==> config.mk <==
export PLATFORM = sky130hd
export DESIGN_NAME = fetch_decode_skid_flat
export DESIGN_NICKNAME = d
export VERILOG_FILES = /design/src/rtl/fetch_decode_skid_if.sv /design/src/rtl/fetch_decode_skid.sv /design/src/flat_wrapper.sv
export SDC_FILE = /design/constraint.sdc
export NUM_CORES = 1
export LEC_CHECK = 0
export BUFFER_PORTS_ARGS = -buffer_cell sky130_fd_sc_hd__buf_4
export CORE_AREA = 3 3 163 205
export CTS_BUF_LIST = sky130_fd_sc_hd__clkbuf_8
export DETAILED_ROUTE_END_ITERATION = 8
export DIE_AREA = 0 0 166 208
export SLEW_MARGIN = 20
export SYNTH_ARGS = -nofsm -noshare
export SYNTH_HDL_FRONTEND = slang
export SYNTH_SLANG_ARGS = --single-unit
==> constraint.sdc <==
create_clock -name clk -period 7.1 [get_ports clk]
set_clock_uncertainty 0.1 [all_clocks]
set_input_delay 0.71 -clock clk [delete_from_list [all_inputs] [get_ports clk]]
set_output_delay 0.71 -clock clk [all_outputs]
set_load 0.02 [all_outputs]
==> src/rtl/fetch_decode_skid_if.sv <==
// Fetch-to-decode handshake bundle: fetch payload in, decode payload out, stall counter.
interface fetch_decode_skid_if #(
  parameter int unsigned DATA_WIDTH = 32,
  parameter int unsigned ADDR_WIDTH = 32,
  parameter int unsigned CNT_WIDTH  = 16
);
  logic                  flush;
  logic                  in_valid;
  logic                  in_ready;
  logic [DATA_WIDTH-1:0] InstrF;
  logic [ADDR_WIDTH-1:0] PCF;
  logic [ADDR_WIDTH-1:0] PCPlus4F;
  logic                  out_valid;
  logic                  out_ready;
  logic [DATA_WIDTH-1:0] InstrD;
  logic [ADDR_WIDTH-1:0] PCD;
  logic [ADDR_WIDTH-1:0] PCPlus4D;
  logic [CNT_WIDTH-1:0]  stall_cnt;

  // Environment side: fetch producer and decode consumer
  modport master (
    output flush, in_valid, InstrF, PCF, PCPlus4F, out_ready,
    input  in_ready, out_valid, InstrD, PCD, PCPlus4D, stall_cnt
  );

  // Pipeline stage side
  modport slave (
    input  flush, in_valid, InstrF, PCF, PCPlus4F, out_ready,
    output in_ready, out_valid, InstrD, PCD, PCPlus4D, stall_cnt
  );
endinterface

==> src/rtl/fetch_decode_skid.sv <==
// Fetch/decode pipeline register with a one-entry skid buffer so in_ready never
// depends combinationally on out_ready. Decode outputs come straight from flops.
module fetch_decode_skid #(
  parameter int unsigned           DATA_WIDTH = 32,
  parameter int unsigned           ADDR_WIDTH = 32,
  parameter logic [DATA_WIDTH-1:0] NOP_INSTR  = DATA_WIDTH'(32'h0000_0013),
  parameter int unsigned           CNT_WIDTH  = 16
) (
  input logic                  clk,
  input logic                  reset,
  fetch_decode_skid_if.slave   bus
);

  localparam logic [CNT_WIDTH-1:0] CNT_MAX = '1;

  typedef enum logic [1:0] {
    EMPTY = 2'd0,
    ONE   = 2'd1,
    TWO   = 2'd2
  } state_e;

  state_e                state_q, state_d;
  logic                  out_valid_q, out_valid_d;
  logic                  in_ready_q, in_ready_d;
  logic [DATA_WIDTH-1:0] main_instr_q, main_instr_d;
  logic [ADDR_WIDTH-1:0] main_pc_q, main_pc_d;
  logic [ADDR_WIDTH-1:0] main_pcp4_q, main_pcp4_d;
  logic [DATA_WIDTH-1:0] skid_instr_q, skid_instr_d;
  logic [ADDR_WIDTH-1:0] skid_pc_q, skid_pc_d;
  logic [ADDR_WIDTH-1:0] skid_pcp4_q, skid_pcp4_d;
  logic [CNT_WIDTH-1:0]  stall_cnt_q, stall_cnt_d;
  logic                  in_xfer;
  logic                  out_xfer;

  // Next-state, payload steering and stall counting
  always_comb begin
    state_d      = state_q;
    main_instr_d = main_instr_q;
    main_pc_d    = main_pc_q;
    main_pcp4_d  = main_pcp4_q;
    skid_instr_d = skid_instr_q;
    skid_pc_d    = skid_pc_q;
    skid_pcp4_d  = skid_pcp4_q;
    stall_cnt_d  = stall_cnt_q;
    in_xfer      = bus.in_valid & in_ready_q;
    out_xfer     = out_valid_q & bus.out_ready;

    unique case (state_q)
      EMPTY: begin
        if (in_xfer) begin
          main_instr_d = bus.InstrF;
          main_pc_d    = bus.PCF;
          main_pcp4_d  = bus.PCPlus4F;
          state_d      = ONE;
        end
      end
      ONE: begin
        if (in_xfer && out_xfer) begin
          main_instr_d = bus.InstrF;
          main_pc_d    = bus.PCF;
          main_pcp4_d  = bus.PCPlus4F;
        end else if (in_xfer) begin
          skid_instr_d = bus.InstrF;
          skid_pc_d    = bus.PCF;
          skid_pcp4_d  = bus.PCPlus4F;
          state_d      = TWO;
        end else if (out_xfer) begin
          main_instr_d = NOP_INSTR;
          main_pc_d    = '0;
          main_pcp4_d  = '0;
          state_d      = EMPTY;
        end
      end
      TWO: begin
        if (out_xfer) begin
          main_instr_d = skid_instr_q;
          main_pc_d    = skid_pc_q;
          main_pcp4_d  = skid_pcp4_q;
          state_d      = ONE;
        end
      end
      default: begin
        state_d = EMPTY;
      end
    endcase

    // Branch redirect discards everything held, including this cycle's offer
    if (bus.flush) begin
      state_d      = EMPTY;
      main_instr_d = NOP_INSTR;
      main_pc_d    = '0;
      main_pcp4_d  = '0;
    end

    out_valid_d = (state_d != EMPTY);
    in_ready_d  = (state_d != TWO);

    if (out_valid_q && !bus.out_ready && !bus.flush && (stall_cnt_q != CNT_MAX)) begin
      stall_cnt_d = stall_cnt_q + CNT_WIDTH'(1);
    end
  end

  // Control, decode-visible payload and counter registers
  always_ff @(posedge clk) begin
    if (!reset) begin
      state_q      <= EMPTY;
      out_valid_q  <= 1'b0;
      in_ready_q   <= 1'b1;
      main_instr_q <= NOP_INSTR;
      main_pc_q    <= '0;
      main_pcp4_q  <= '0;
      stall_cnt_q  <= '0;
    end else begin
      state_q      <= state_d;
      out_valid_q  <= out_valid_d;
      in_ready_q   <= in_ready_d;
      main_instr_q <= main_instr_d;
      main_pc_q    <= main_pc_d;
      main_pcp4_q  <= main_pcp4_d;
      stall_cnt_q  <= stall_cnt_d;
    end
  end

  // Skid payload is only meaningful while in TWO, so it carries no reset
  always_ff @(posedge clk) begin
    skid_instr_q <= skid_instr_d;
    skid_pc_q    <= skid_pc_d;
    skid_pcp4_q  <= skid_pcp4_d;
  end

  assign bus.in_ready  = in_ready_q;
  assign bus.out_valid = out_valid_q;
  assign bus.InstrD    = main_instr_q;
  assign bus.PCD       = main_pc_q;
  assign bus.PCPlus4D  = main_pcp4_q;
  assign bus.stall_cnt = stall_cnt_q;

endmodule

==> src/flat_wrapper.sv <==
// flat-port wrapper written by rule: the top's interface ports become plain ports
module fetch_decode_skid_flat 
#(
  parameter int unsigned           DATA_WIDTH = 32,
  parameter int unsigned           ADDR_WIDTH = 32,
  parameter logic [DATA_WIDTH-1:0] NOP_INSTR  = DATA_WIDTH'(32'h0000_0013),
  parameter int unsigned           CNT_WIDTH  = 16
)
  (clk, reset, bus_flush, bus_in_valid, bus_InstrF, bus_PCF, bus_PCPlus4F, bus_out_ready, bus_in_ready, bus_out_valid, bus_InstrD, bus_PCD, bus_PCPlus4D, bus_stall_cnt);
  fetch_decode_skid_if #(.DATA_WIDTH(DATA_WIDTH), .ADDR_WIDTH(ADDR_WIDTH), .CNT_WIDTH(CNT_WIDTH)) bus_i ();
  input logic clk;
  input logic reset;
  input wire logic [$bits(bus_i.flush)-1:0] bus_flush;
  input wire logic [$bits(bus_i.in_valid)-1:0] bus_in_valid;
  input wire logic [$bits(bus_i.InstrF)-1:0] bus_InstrF;
  input wire logic [$bits(bus_i.PCF)-1:0] bus_PCF;
  input wire logic [$bits(bus_i.PCPlus4F)-1:0] bus_PCPlus4F;
  input wire logic [$bits(bus_i.out_ready)-1:0] bus_out_ready;
  output wire logic [$bits(bus_i.in_ready)-1:0] bus_in_ready;
  output wire logic [$bits(bus_i.out_valid)-1:0] bus_out_valid;
  output wire logic [$bits(bus_i.InstrD)-1:0] bus_InstrD;
  output wire logic [$bits(bus_i.PCD)-1:0] bus_PCD;
  output wire logic [$bits(bus_i.PCPlus4D)-1:0] bus_PCPlus4D;
  output wire logic [$bits(bus_i.stall_cnt)-1:0] bus_stall_cnt;
  assign bus_i.flush = bus_flush;
  assign bus_i.in_valid = bus_in_valid;
  assign bus_i.InstrF = bus_InstrF;
  assign bus_i.PCF = bus_PCF;
  assign bus_i.PCPlus4F = bus_PCPlus4F;
  assign bus_i.out_ready = bus_out_ready;
  assign bus_in_ready = bus_i.in_ready;
  assign bus_out_valid = bus_i.out_valid;
  assign bus_InstrD = bus_i.InstrD;
  assign bus_PCD = bus_i.PCD;
  assign bus_PCPlus4D = bus_i.PCPlus4D;
  assign bus_stall_cnt = bus_i.stall_cnt;
  fetch_decode_skid #(.DATA_WIDTH(DATA_WIDTH), .ADDR_WIDTH(ADDR_WIDTH), .NOP_INSTR(NOP_INSTR), .CNT_WIDTH(CNT_WIDTH)) u_core (.clk(clk), .reset(reset), .bus(bus_i));
endmodule
After elaboration in Yosys (flattened, before gate mapping)
Cells that the tools add are included.
- word-level logic and storage cells: 58
- register bits: 212
- output and inout port bits: 114
- reductions and logical operators: 12
- bitwise operators: 4
- add/sub/neg operators: 1
- eq/ne operators: 8
- mux-type cells: 23
- operator list (operator ; number):
    $mux W32 ; 13
    $pmux W32 S3 ; 3
    $add A16 B1 Y16 const B ; 1
    $ne A16 B16 Y1 const B ; 1
    $mux W2 ; 6
    $pmux W2 S3 ; 1
    $reduce_and A5 Y1 ; 1
    $logic_and A1 B1 Y1 ; 4
    $ne A2 B1 Y1 const B ; 2
    $ne A3 B1 Y1 const B ; 1
    $ne A3 B3 Y1 const B ; 1
    $reduce_and A3 Y1 ; 1
    $reduce_bool A3 Y1 ; 1
    $and A1 B1 Y1 ; 2
    $eq A2 B1 Y1 const B ; 1
    $eq A2 B2 Y1 const B ; 1
    $logic_not A1 Y1 ; 2
    $logic_not A2 Y1 ; 1
    $ne A2 B2 Y1 const B ; 1
    $not A1 Y1 ; 2
    $reduce_bool A2 Y1 ; 1
    $reduce_or A2 Y1 ; 1

Depth between registers and ports, before layout
- depth after elaboration: 7
- depth in mapped cells: 9
- depth with buffers taken out: 6

Least setup slack after synthesis
No wires, ideal clock.
- kind: in2reg
- from: in bus_out_ready
- to: reg u_core.skid_instr_q[0] (enable)
- required time: 6.418 ns
- setup time: 0.582 ns
- path slack: 0.903 ns
- arrival: 5.515 ns
- stages: 2
- cells stage by stage: buf_2 > a21oi_1
- longest elaborated chain between the ends: 4
- ends and longest elaborated chain (element ; line ; source):
    from (decl) ; flat_wrapper.sv:18 ; input wire logic [$bits(bus_i.out_ready)-1:0] bus_out_ready;
    $and A1 B1 Y1 ; fetch_decode_skid.sv:46 ; out_xfer = out_valid_q & bus.out_ready;
    $logic_and A1 B1 Y1 ; fetch_decode_skid.sv:58 ; if (in_xfer && out_xfer) begin
    $not A1 Y1 (no source line) ; -- ;
    $reduce_and A3 Y1 (no source line) ; -- ;
    to (signal assigned) ; fetch_decode_skid.sv:126 ; skid_instr_q <= skid_instr_d;
    to (decl) ; fetch_decode_skid.sv:28 ; logic [DATA_WIDTH-1:0] skid_instr_q, skid_instr_d;
Every way passes these cells.
A chain may end at the register's enable or synchronous reset.

Worst setup path after layout
- from: reg u_core.state_q[0]
- to: reg u_core.main_instr_q[20], in the netlist u_core.bus.InstrD[20]
- longest elaborated chain between the ends: 3
- elaborated cells between the ends (all ways): 10
- ends and longest elaborated chain (element ; line ; source):
    from (decl) ; fetch_decode_skid.sv:22 ; state_e state_q, state_d;
    from (signal assigned) ; fetch_decode_skid.sv:114 ; state_q <= state_d;
    $eq A2 B1 Y1, or another cell as far along ; fetch_decode_skid.sv:48 ; unique case (state_q)
    $ne A3 B3 Y1 (no source line), or another cell as far along ; -- ;
    $reduce_and A5 Y1 (no source line) ; -- ;
    to (signal assigned) ; fetch_decode_skid.sv:117 ; main_instr_q <= main_instr_d;
    to (decl) ; fetch_decode_skid.sv:25 ; logic [DATA_WIDTH-1:0] main_instr_q, main_instr_d;
Parallel ways exist; a longest one is shown, timed or not.

==> impl_metrics.ini <==
[status]
outcome = completed

[power]
p_int_mw = 2.15
switching_share_pct = 24.4
ir_worst_vdd_mv = 0.137
p_leak_nw = 4.15
p_sw_mw = 0.694
seqPwrFrac_pct = 47.1
combPwrFrac_pct = 9.7
clkPwrFrac_pct = 43.2
power.total_mw = 2.84
p_per_area_mw_per_mm2 = 265

[floorplanning]
row_count = 73
ioPinCount = 215
die_h_um = 208
start_util_pct = 24.9
coreArea_mm2 = 0.0317
dieArea_mm2 = 0.0345
die_w_um = 166

[global_route]
overflow = 0
track_usage_pct = 12.8
grt_pass1_wl_um = 36200
grt_max_degree = 97
grt_pass1_vias = 6333
antenna_found_initial = 0

[route]
drcViolationCount = 0
drtPass1Iterations = 4
drt_wl_total_um = 23200
post_drt_via_cell_ratio = 4.81
drt-initial-drc-count = 458
antenna_left = 0
via_count = 6369
wl_per_cell_um = 17.6

[timing]
worstMarginPinSlew_ps = 989
finalCritPeriodShare_pct = 43.0
final-hold-violation-count = 0
setup_violations = 0
tns_ps = 0
max_freq_mhz = 328
rsz0062_at_grt = no
slew_headroom_pct = 34.1
slew_viol_final = 0
setup_slack_ps = 4050
fin_crit_ps = 3050

[worst_setup_path]
worstRegToRegCells = 6
critPathKind = register to register
reg2reg_from = u_core.state_q[0]$_SDFF_PN0_
reg2reg_to = u_core.bus.InstrD[20]$_SDFFE_PP0P_
cp_max_fo = 69
critPathLaunchType = register
crit_path_end = u_core.bus.InstrD[20]$_SDFFE_PP0P_
worst_ep_arrival_time_ps = 3410
worstPathRequired_ps = 7460
setup.worst_path.end_class = register
crit_path_start = u_core.state_q[0]$_SDFF_PN0_
rrSetupSlack_ps = 4050

[synthesis]
synth.top_cell.area_share_pct = 36.5
synthFlopType = dfxtp_1
synth_cell_types = 46
yosysMostFrequentCell = dfxtp_1
synth_seq_cells = 212
avgSynthCellArea_um2 = 11.7
synthCells = 673
synth_nets = 779
synth_area_mm2 = 0.00790
ys_top_cells_by_count = dfxtp_1 (116), nor2_1 (97), o21ai_0 (97), edfxtp_1 (96), a221oi_1 (93)
synth-async-reset-ratio_pct = 0
yosysWarnings = 0
ys_seq_area_share_pct = 65.9
synth.area.top_cells = edfxtp_1 (37%), dfxtp_1 (29%), a221oi_1 (10%)
yosys.area.top_type = edfxtp_1
synth-edff-count = 96

[cts]
clockBufferDepth = 3
clockRootBuffer = clkbuf_8
clkSinkCount = 212
cts_setup_buffers = 0
clkTransAtPathRegs_ps = 60
insertion_delay_ps = 530
post_cts_resized = 0
cts_tree = done
ctsHoldBuffers = 0
h-tree-depth = 2
cts_buffers = 39

[placed_design]
place_hpwl_um = 14200
place.port_buffers = 214
post-place-ws_ps = 3970
dp.cells = 1252
placed_cell_area_mm2 = 0.00989
place_congestion = 0.764

[final_layout]
antennaDiodeCount = 0
nNetsFinal = 987
fin_cells = 1323
area_delta_synth_final_pct = 35.7
post_route_cells_drive_above_1_share_pct = 31.6
stdcell_area_mm2 = 0.0107

[worst_hold_path]
hold_start = bus_PCF[13]
min_path_type = input port to register

[job]
maxCapViolCount = 0
## worst min-delay path by stage
stage,depth (start not counted),end
after global routing,1,u_core.skid_pc_q[8]$_DFFE_PP_
after floorplan,2,u_core.bus.PCPlus4D[17]$_SDFFE_PP0P_
after global placement,2,u_core.bus.InstrD[4]$_SDFFE_PP1P_
final,1,u_core.skid_pc_q[13]$_DFFE_PP_
after detailed placement,2,u_core.bus.InstrD[0]$_SDFFE_PP1P_
after CTS,1,u_core.skid_instr_q[17]$_DFFE_PP_
## area by class of cell
class | instances | area, um2
Multi-Input combinational cell | 401 | 2480
Inverter | 5 | 18.8
Fill cell | 3183 | 21000
Timing Repair Buffer | 222 | 1670
Clock inverter | 27 | 223
Tap cell | 412 | 515
Clock buffer | 44 | 606
Sequential cell | 212 | 5200
## per-stage QoR
step | hold WS [ps] | utilization, %
after global routing | 204 | 33.8
after detailed placement | 384 | 31.2
final | 258 | 33.8
after CTS | 205 | 33.8
after global placement | 376 | 31.2
after floorplan | 379 | -
## registers in the layout, summed over array words and instances (netlist names)
name and cells:
u_core.state_q 2, u_core.bus.PCPlus4D 32, u_core.bus.InstrD 32, u_core.skid_instr_q 32
u_core.bus.in_ready 1, u_core.bus.out_valid 1, u_core.skid_pc_q 32, u_core.skid_pcp4_q 32
u_core.bus.stall_cnt 16, u_core.bus.PCD 32
## power by group through the flow
stage	clock (mW)	combinational (mW)	sequential [mW]
floorplan	0	0.106	1.40
global placement	0	0.276	1.37
detailed placement	0	0.279	1.37
CTS	1.28	0.280	1.34
global route	1.34	0.300	1.34
finish	1.23	0.276	1.34
## critical path, stage by stage, from the launching register on
cell and delay [ps]:
dfxtp_1 430, ha_1 300, nand3_1 240, o21ai_4 690, buf_4 750, a221oi_1 230
nor2_1 150
## cell usage in the layout, fill, tap and decap left out, drive strengths merged, types with 2 or more instances in the layout
cell / count
buf: 222
dfxtp: 116
nor2: 97
o21ai: 97
edfxtp: 96
a221oi: 93
clkbuf: 44
nand2: 24
inv: 14
clkinv: 13
a21oi: 11
nand2b: 9
nand3: 9
mux2i: 8
nand4: 5
ha: 5
bufinv: 4
nor4: 3
o31ai: 3
or4: 3
a222oi: 3
o211ai: 3
nor3: 3
and4: 2
o21bai: 2
o311ai: 2
o41ai: 2
or3: 2
a21boi: 2
and2: 2
## routing by layer
| metal | vias up | part of all wire (%) | GRT usage [%] | wire length, um |
|---|---|---|---|---|
| met5 | - | 0 | 0 | 0 |
| met4 | 0 | 3.5 | 5.65 | 816 |
| met3 | 45 | 5.9 | 3.19 | 1380 |
| met2 | 221 | 47 | 20.8 | 11000 |
| met1 | 3088 | 43 | 16.2 | 10000 |
| li1 | 3015 | - | - | - |
## logic make-up (layout without fill, tap and decap cells)
kind of cell | count (synthesis) | after routing | share of synthesized area, %
flops | 212 | 212 | 65.9
compound gates | 227 | 227 | 19.9
simple gates | 161 | 161 | 9.16
fa+ha+maj | 5 | 5 | 0.792
mux | 8 | 8 | 1.01
buf+inv | 60 | 298 | 3.18
(Power assumes the default switching activity.)
